$ cat src/rtl/divclk_window_ctrl_pkg.sv
// Shared types and default sizing for the PUF clock-divider window controller.
package puf_clk_pkg;
  localparam int DFLT_CNT_W = 25;
  localparam int DFLT_WIN_W = 16;
  localparam int DFLT_DIV   = 25000;

  typedef enum logic [1:0] {IDLE, ARM, RUN, DONE} winState_e;
endpackage

$ cat src/rtl/divclk_window_ctrl_if.sv
// Config handshake, window control and divided-clock outputs of the window controller.
interface divclk_window_ctrl_if
  import puf_clk_pkg::*;
#(
  parameter int CNT_W = DFLT_CNT_W,
  parameter int WIN_W = DFLT_WIN_W
);
  logic             CfgValid;
  logic [CNT_W-1:0] CfgDiv;
  logic             CfgReady;
  logic             Start;
  logic [WIN_W-1:0] WinTicks;
  logic             Abort;
  logic             ClkOut;
  logic             Tick;
  logic             Gate;
  logic             Busy;
  logic             Done;
  logic [WIN_W-1:0] TickCount;

  modport master (
    output CfgValid, CfgDiv, Start, WinTicks, Abort,
    input  CfgReady, ClkOut, Tick, Gate, Busy, Done, TickCount
  );

  modport slave (
    input  CfgValid, CfgDiv, Start, WinTicks, Abort,
    output CfgReady, ClkOut, Tick, Gate, Busy, Done, TickCount
  );
endinterface

$ cat src/rtl/divclk_window_ctrl_div_core.sv
// Free-running divider: half-period = active divisor + 1 Clk cycles, with a
// pending divisor that is only swapped in at terminal count (no runt pulses).
module div_core #(
  parameter int CNT_W       = 25,
  parameter int DEFAULT_DIV = 25000
) (
  input  logic             Clk,
  input  logic             Rst_n,
  input  logic             CfgLoad,
  input  logic [CNT_W-1:0] CfgDiv,
  output logic             ClkOut,
  output logic             Tick,
  output logic             Pending
);
  logic [CNT_W-1:0] divCnt;
  logic [CNT_W-1:0] activeDiv;
  logic [CNT_W-1:0] pendDiv;
  logic             tc;

  assign tc = (divCnt == activeDiv);

  always_ff @(posedge Clk or negedge Rst_n) begin
    if (!Rst_n) begin
      divCnt    <= '0;
      activeDiv <= CNT_W'(DEFAULT_DIV);
      pendDiv   <= '0;
      Pending   <= 1'b0;
      ClkOut    <= 1'b0;
      Tick      <= 1'b0;
    end else begin
      // Tick lines up with the first cycle ClkOut reads high.
      Tick <= tc && !ClkOut;
      if (tc) begin
        divCnt <= '0;
        ClkOut <= ~ClkOut;
        if (Pending) begin
          activeDiv <= pendDiv;
          Pending   <= 1'b0;
        end
      end else begin
        divCnt <= divCnt + CNT_W'(1);
      end
      // A load is only offered while nothing is pending, so it never races the swap.
      if (CfgLoad) begin
        pendDiv <= CfgDiv;
        Pending <= 1'b1;
      end
    end
  end
endmodule

$ cat src/rtl/divclk_window_ctrl.sv
// Divisor handshake plus measurement-gate sequencer: Gate stays open for exactly
// WinTicks divided-clock periods, starting one Clk after a ClkOut rising edge.
module divclk_window_ctrl
  import puf_clk_pkg::*;
#(
  parameter int CNT_W       = DFLT_CNT_W,
  parameter int DEFAULT_DIV = DFLT_DIV,
  parameter int WIN_W       = DFLT_WIN_W
) (
  input logic                Clk,
  input logic                Rst_n,
  divclk_window_ctrl_if.slave Bus
);
  winState_e        state;
  logic [WIN_W-1:0] winLen;
  logic [WIN_W-1:0] tickCount;
  logic [WIN_W-1:0] tickNext;
  logic             gate;
  logic             done;
  logic             tick;
  logic             clkOut;
  logic             pending;
  logic             idleLike;
  logic             cfgReady;
  logic             cfgLoad;

  div_core #(
    .CNT_W      (CNT_W),
    .DEFAULT_DIV(DEFAULT_DIV)
  ) uDivCore (
    .Clk    (Clk),
    .Rst_n  (Rst_n),
    .CfgLoad(cfgLoad),
    .CfgDiv (Bus.CfgDiv),
    .ClkOut (clkOut),
    .Tick   (tick),
    .Pending(pending)
  );

  assign idleLike = (state == IDLE) || (state == DONE);
  assign cfgReady = idleLike && !pending;
  assign cfgLoad  = Bus.CfgValid && cfgReady;
  assign tickNext = tickCount + WIN_W'(1);

  always_ff @(posedge Clk or negedge Rst_n) begin
    if (!Rst_n) begin
      state     <= IDLE;
      winLen    <= '0;
      tickCount <= '0;
      gate      <= 1'b0;
      done      <= 1'b0;
    end else begin
      done <= 1'b0;
      unique case (state)
        IDLE, DONE: begin
          if (Bus.Start && !Bus.Abort && (Bus.WinTicks != '0)) begin
            winLen    <= Bus.WinTicks;
            tickCount <= '0;
            state     <= ARM;
          end
        end
        ARM: begin
          // The arming tick only aligns the window; it is not counted.
          if (Bus.Abort) begin
            state <= IDLE;
          end else if (tick) begin
            state <= RUN;
            gate  <= 1'b1;
          end
        end
        RUN: begin
          if (Bus.Abort) begin
            state <= IDLE;
            gate  <= 1'b0;
          end else if (tick) begin
            tickCount <= tickNext;
            if (tickNext == winLen) begin
              state <= DONE;
              gate  <= 1'b0;
              done  <= 1'b1;
            end
          end
        end
        default: state <= IDLE;
      endcase
    end
  end

  assign Bus.CfgReady  = cfgReady;
  assign Bus.ClkOut    = clkOut;
  assign Bus.Tick      = tick;
  assign Bus.Gate      = gate;
  assign Bus.Busy      = (state == ARM) || (state == RUN);
  assign Bus.Done      = done;
  assign Bus.TickCount = tickCount;
endmodule

$ cat src/flat_wrapper.sv
// flat-port wrapper written by rule: the top's interface ports become plain ports
module divclk_window_ctrl_flat import puf_clk_pkg::*;
#(
  parameter int CNT_W       = DFLT_CNT_W,
  parameter int DEFAULT_DIV = DFLT_DIV,
  parameter int WIN_W       = DFLT_WIN_W
)
  (Clk, Rst_n, Bus_CfgValid, Bus_CfgDiv, Bus_Start, Bus_WinTicks, Bus_Abort, Bus_CfgReady, Bus_ClkOut, Bus_Tick, Bus_Gate, Bus_Busy, Bus_Done, Bus_TickCount);
  divclk_window_ctrl_if #(.CNT_W(CNT_W), .WIN_W(WIN_W)) Bus_i ();
  input logic Clk;
  input logic Rst_n;
  input wire logic [$bits(Bus_i.CfgValid)-1:0] Bus_CfgValid;
  input wire logic [$bits(Bus_i.CfgDiv)-1:0] Bus_CfgDiv;
  input wire logic [$bits(Bus_i.Start)-1:0] Bus_Start;
  input wire logic [$bits(Bus_i.WinTicks)-1:0] Bus_WinTicks;
  input wire logic [$bits(Bus_i.Abort)-1:0] Bus_Abort;
  output wire logic [$bits(Bus_i.CfgReady)-1:0] Bus_CfgReady;
  output wire logic [$bits(Bus_i.ClkOut)-1:0] Bus_ClkOut;
  output wire logic [$bits(Bus_i.Tick)-1:0] Bus_Tick;
  output wire logic [$bits(Bus_i.Gate)-1:0] Bus_Gate;
  output wire logic [$bits(Bus_i.Busy)-1:0] Bus_Busy;
  output wire logic [$bits(Bus_i.Done)-1:0] Bus_Done;
  output wire logic [$bits(Bus_i.TickCount)-1:0] Bus_TickCount;
  assign Bus_i.CfgValid = Bus_CfgValid;
  assign Bus_i.CfgDiv = Bus_CfgDiv;
  assign Bus_i.Start = Bus_Start;
  assign Bus_i.WinTicks = Bus_WinTicks;
  assign Bus_i.Abort = Bus_Abort;
  assign Bus_CfgReady = Bus_i.CfgReady;
  assign Bus_ClkOut = Bus_i.ClkOut;
  assign Bus_Tick = Bus_i.Tick;
  assign Bus_Gate = Bus_i.Gate;
  assign Bus_Busy = Bus_i.Busy;
  assign Bus_Done = Bus_i.Done;
  assign Bus_TickCount = Bus_i.TickCount;
  divclk_window_ctrl #(.CNT_W(CNT_W), .DEFAULT_DIV(DEFAULT_DIV), .WIN_W(WIN_W)) u_core (.Clk(Clk), .Rst_n(Rst_n), .Bus(Bus_i));
endmodule
$ cat config.mk
export PLATFORM = sky130hd
export DESIGN_NAME = divclk_window_ctrl_flat
export DESIGN_NICKNAME = d
export VERILOG_FILES = /design/src/rtl/divclk_window_ctrl_pkg.sv /design/src/rtl/divclk_window_ctrl_if.sv /design/src/rtl/divclk_window_ctrl_div_core.sv /design/src/rtl/divclk_window_ctrl.sv /design/src/flat_wrapper.sv
export SDC_FILE = /design/constraint.sdc
export NUM_CORES = 1
export LEC_CHECK = 0
export CORE_MARGIN = 4
export CORE_UTILIZATION = 56
export CTS_BUF_LIST = sky130_fd_sc_hd__clkbuf_16
export DETAILED_ROUTE_END_ITERATION = 16
export PLACE_DENSITY = 0.82
export SLEW_MARGIN = 10
export SYNTH_ARGS = -nofsm -noshare
export SYNTH_HDL_FRONTEND = slang
export SYNTH_SLANG_ARGS = --single-unit
$ cat constraint.sdc
create_clock -name Clk -period 2.4 [get_ports Clk]
set_input_delay 0.6 -clock Clk [delete_from_list [all_inputs] [get_ports Clk]]
set_output_delay 0.6 -clock Clk [all_outputs]
set_load 0.05 [all_outputs]
==> impl_results.md <==
- Logic gate share of total power: 0.273
- Die extent in y: 109 µm
- Post-Synthesis Net Count: 560
- Die ar.: 11900 µm²
- Clock power frac: 0.331
- Synth Register Bits: 114
- Synth top area cells: sky130_fd_sc_hd__dfrtp_1 47%, sky130_fd_sc_hd__mux2_2 13%, sky130_fd_sc_hd__xor2_1 5.2%
- Count of yosys warnings during synthesis: 0
- Peak supply drop: 0.782 mV
- Final Non-Filler Cells: 748
- Number of antenna cells inserted: 0
- Residual DRC count: 0
- Reg2Reg Launch Point: u_core.Bus.TickCount[1]$_DFFE_PN0P_
- Count of TritonRoute iterations in the first routing pass: 4
- Unrepaired setup endpoints after global routing: false
- First-pass GRT wire length: 21200 µm
- Class of the most critical setup path: reg -> out
- Placed instance area: 6710 µm²
- Design Area, Final: 7360 µm²
- Post-detailed-route via-to-cell ratio: 5.72
- Syn Inst Count: 510
- Placed cell count: 716
- Share of Yosys cell area claimed by the top area cell type: 0.472
- Portion of total power attributed to sequential cells: 0.396
- Total wire length after detailed routing: 12600 µm
- Number of top-level design ports: 68
- H-tree lvl count: 4
- Switching power total: 2310 µW
- Slew Limit Headroom: 0.659
- Internal power: 5440 µW
- Cell type contributing the most total cell area after synthesis: sky130_fd_sc_hd__dfrtp_1
- Signal arrival time at the worst endpoint: 1.76 ns
- Number of antenna violations at the first check in global routing: 0
- Max-slew violation count: 0
- Number of rows created at floorplan: 36
- Required arrival time at the worst endpoint: 1.80 ns
- Final worst-path cycle share: 0.985
- Kind of path behind the tightest hold check: in -> async
- Final worst clock skew: 0.00887 ns
- Via count: 4278
- CP bufs+invs: 1
- CTS max path bufs: 2
- Crit-path max FO: 6
- Top FF cell, synth: sky130_fd_sc_hd__dfrtp_1
- Cell family with the largest share of critical-path delay: buffers and inverters
- Clock tree from TritonCTS: done
- Total power density per cell area: 1050 nW/µm²
- Cell-by-cell listing of the critical path: clkdlybuf4s50_1
- Fraction of power spent switching nets: 0.298
- Number of maximum-capacitance constraint violations: 0
- Clock transition at the registers of the reported paths: 0.05 ns
- Synthesized area per cell: 11.2 µm²
- Area added between synthesis and finish: 28.4%
- R2r worst-path depth: 9
- Root buffer selected by CTS: sky130_fd_sc_hd__clkbuf_16
- Slack of the worst reg-to-reg path: 0.12 ns
- Category of the worst setup path launch point: flop
- Die outline width: 109 µm
- Run status: finished clean
- Fraction of final layout cells with drive strength greater than 1: 0.259
- Number of hold-slack violations in the final timing report: 0
- Layout net count: 652
- Distinct cells, synth: 60
- Initial core utilization: 0.581
- Slowest library cell on the worst path: sky130_fd_sc_hd__clkdlybuf4s50_1
- Startpoint of the most critical setup path: u_core.Bus.TickCount[14]$_DFFE_PN0P_
- Count of flip-flops with a built-in enable after synthesis: 0
- Grt ovf: 0
- Slew @ Worst Pin: 0.506 ns
- Delay of the slowest critical-path stage: 0.86 ns
- Floorplan Core Area: 9860 µm²
- Netlist area before placement: 5730 µm²
- Final setup violating endpoints: 0
- TritonCTS Buffers: 17
- Detailed placer's ending HPWL: 8940 µm
- Clock Sink Count: 114
- Post-DR wirelength/cell: 16.8 µm
- Number of routed nets with antenna violations: 0
- Number of global-route vias before repair: 4471
- Maximum number of pins on one net before global-route repair: 58
- Standby leakage power: 0.00335 µW
- Depth of the critical timing path with buffers and inverters included: 1
- Max frequency: 423 MHz
- Final critical delay including setup and external delays: 2.36 ns
- Total global-route track usage: 0.233
- DR iter-0 viols: 241
- Placer's final routability congestion estimate: 0.885
- Crit path capture: Bus_TickCount[14]
- Reg2Reg Capture Point: u_core.state[1]$_DFFE_PN0P_
- Post-synth ARST share: 1.00
- Clk_lat worst skew: 0.42 ns
- Endpoint type of the worst setup path: output pin
- Sequential element share of the synthesized area: 0.499
- I/O Buffers: 67
-- cells by family after synthesis --
group	synth area share
compound gates	0.0803
xor+xnor	0.0932
fa+ha+maj	0.00873
buf+inv	0.0323
flops	0.499
mux	0.131
simple gates	0.155
-- worst min path at each step --
stage,start,end
2_1_floorplan,Rst_n,u_core.Bus.Done$_DFF_PN0_
3_3_place_gp,u_core.uDivCore.ClkOut$_DFFE_PN0N_,u_core.uDivCore.Tick$_DFF_PN0_
3_5_place_dp,u_core.uDivCore.pendDiv[17]$_DFFE_PN0P_,u_core.uDivCore.activeDiv[17]$_DFFE_PN0P_
4_1_cts,Rst_n,u_core.Bus.TickCount[7]$_DFFE_PN0P_
5_1_grt,Rst_n,u_core.Bus.TickCount[7]$_DFFE_PN0P_
6_report,Rst_n,u_core.Bus.TickCount[7]$_DFFE_PN0P_
-- cells in the final DEF (no fill, tap or decap), types with 3 or more instances in the layout --
cell                              synthesis  routed
sky130_fd_sc_hd__dfrtp_2                  0       9
sky130_fd_sc_hd__o21ai_0                 17      17
sky130_fd_sc_hd__nor4_1                  13      12
sky130_fd_sc_hd__a31oi_1                  3       3
sky130_fd_sc_hd__dfrtp_1                108      99
sky130_fd_sc_hd__nor2b_1                  4       4
sky130_fd_sc_hd__clkdlybuf4s50_1          0      53
sky130_fd_sc_hd__xor2_1                  34      34
sky130_fd_sc_hd__a21o_1                   8       8
sky130_fd_sc_hd__ha_1                     4       4
sky130_fd_sc_hd__buf_4                    2      30
sky130_fd_sc_hd__nand4_1                 12      12
sky130_fd_sc_hd__nor3_1                  12      12
sky130_fd_sc_hd__mux2_2                  66      66
sky130_fd_sc_hd__nand2b_1                 7       7
sky130_fd_sc_hd__and4_1                   5       4
sky130_fd_sc_hd__nor2_1                  35      34
sky130_fd_sc_hd__and3_1                   4       3
sky130_fd_sc_hd__dlygate4sd2_1            0       9
sky130_fd_sc_hd__a21oi_1                  7       7
sky130_fd_sc_hd__dfstp_2                  6       6
sky130_fd_sc_hd__bufinv_16                0       4
sky130_fd_sc_hd__buf_12                   0       4
sky130_fd_sc_hd__clkbuf_16                0      17
sky130_fd_sc_hd__nand3_1                 18      18
sky130_fd_sc_hd__xnor2_1                 27      26
sky130_fd_sc_hd__a22o_1                  10      10
sky130_fd_sc_hd__nand2_1                 33      33
sky130_fd_sc_hd__clkinvlp_4               0       4
sky130_fd_sc_hd__inv_1                    9      13
sky130_fd_sc_hd__or3_1                    5       5
-- stage by stage --
stage / power, µW / util / setup WS, ns / hold WS [ns] / TNS, ns
final: 7750 / 0.746 / 0.0354 / 0.128 / 0
after global routing: 8170 / 0.746 / 0.00406 / 0.141 / 0
after CTS: 7780 / 0.741 / 0.00204 / 0.121 / 0
after detailed placement: 5160 / 0.681 / -0.291 / 0.490 / -4.27
after global placement: 5050 / 0.681 / -0.223 / 0.471 / -2.39
after floorplan: 4370 / - / 0.00688 / 0.304 / 0
-- registers in the layout, summed over array words and instances (netlist names), 2 cells and up --
name and flops:
u_core.uDivCore.activeDiv 25, u_core.Bus.TickCount 16, u_core.uDivCore.divCnt 25, u_core.winLen 16, u_core.uDivCore.pendDiv 25, u_core.state 2
-- synthesized netlist by cell type, types with 3 or more instances --
cell / count
sky130_fd_sc_hd__nand2_1: 33
sky130_fd_sc_hd__nand2b_1: 7
sky130_fd_sc_hd__nor2b_1: 4
sky130_fd_sc_hd__nand4_1: 12
sky130_fd_sc_hd__nor3_1: 12
sky130_fd_sc_hd__dfrtp_1: 108
sky130_fd_sc_hd__or3_1: 5
sky130_fd_sc_hd__and3_1: 4
sky130_fd_sc_hd__o21ai_0: 17
sky130_fd_sc_hd__nor2_1: 35
sky130_fd_sc_hd__nor4_1: 13
sky130_fd_sc_hd__buf_2: 6
sky130_fd_sc_hd__dfstp_2: 6
sky130_fd_sc_hd__a31oi_1: 3
sky130_fd_sc_hd__buf_6: 3
sky130_fd_sc_hd__clkbuf_1: 9
sky130_fd_sc_hd__nand3_1: 18
sky130_fd_sc_hd__xnor2_1: 27
sky130_fd_sc_hd__buf_1: 3
sky130_fd_sc_hd__a21o_1: 8
sky130_fd_sc_hd__mux2_2: 66
sky130_fd_sc_hd__a21oi_1: 7
sky130_fd_sc_hd__xor2_1: 34
sky130_fd_sc_hd__a22o_1: 10
sky130_fd_sc_hd__and4_1: 5
sky130_fd_sc_hd__ha_1: 4
sky130_fd_sc_hd__inv_1: 9
-- metal layers --
| layer | vias up | part of all wire | GRT usage |
|---|---|---|---|
| met4 | 0 | 0.029 | 0.119 |
| li1 | 2010 | - | - |
| met1 | 2108 | 0.40 | 0.263 |
| met3 | 32 | 0.052 | 0.0657 |
| met2 | 128 | 0.52 | 0.403 |
| met5 | - | 0 | 0 |
-- repair_timing --
action                                 4_1_cts  5_1_grt
endpoints found under the hold margin        0        0
hold buffers                                 0        0
gates resized for setup                      9       15
cloned                                       0        0
setup endpoints to repair                    9       10
setup buffers                                0        0
-- layout make-up --
| type | instances | area [µm²] |
|---|---|---|
| clock inverters | 15 | 178 |
| multi-input cells | 362 | 2740 |
| inverters | 9 | 37.5 |
| clock buffers | 17 | 425 |
| well taps | 133 | 166 |
| fillers | 633 | 2510 |
| flip-flops and latches | 114 | 2870 |
| repair buffers | 98 | 940 |
-- power groups by stage --
stage / combinational [µW] / clock [µW] / sequential (µW)
3_5_place_dp: 2070 / 0 / 3090
4_1_cts: 2110 / 2600 / 3070
2_1_floorplan: 1380 / 0 / 2990
6_report: 2110 / 2560 / 3070
5_1_grt: 2330 / 2700 / 3140
3_3_place_gp: 2000 / 0 / 3050
Power figures use the tool's default switching activity.
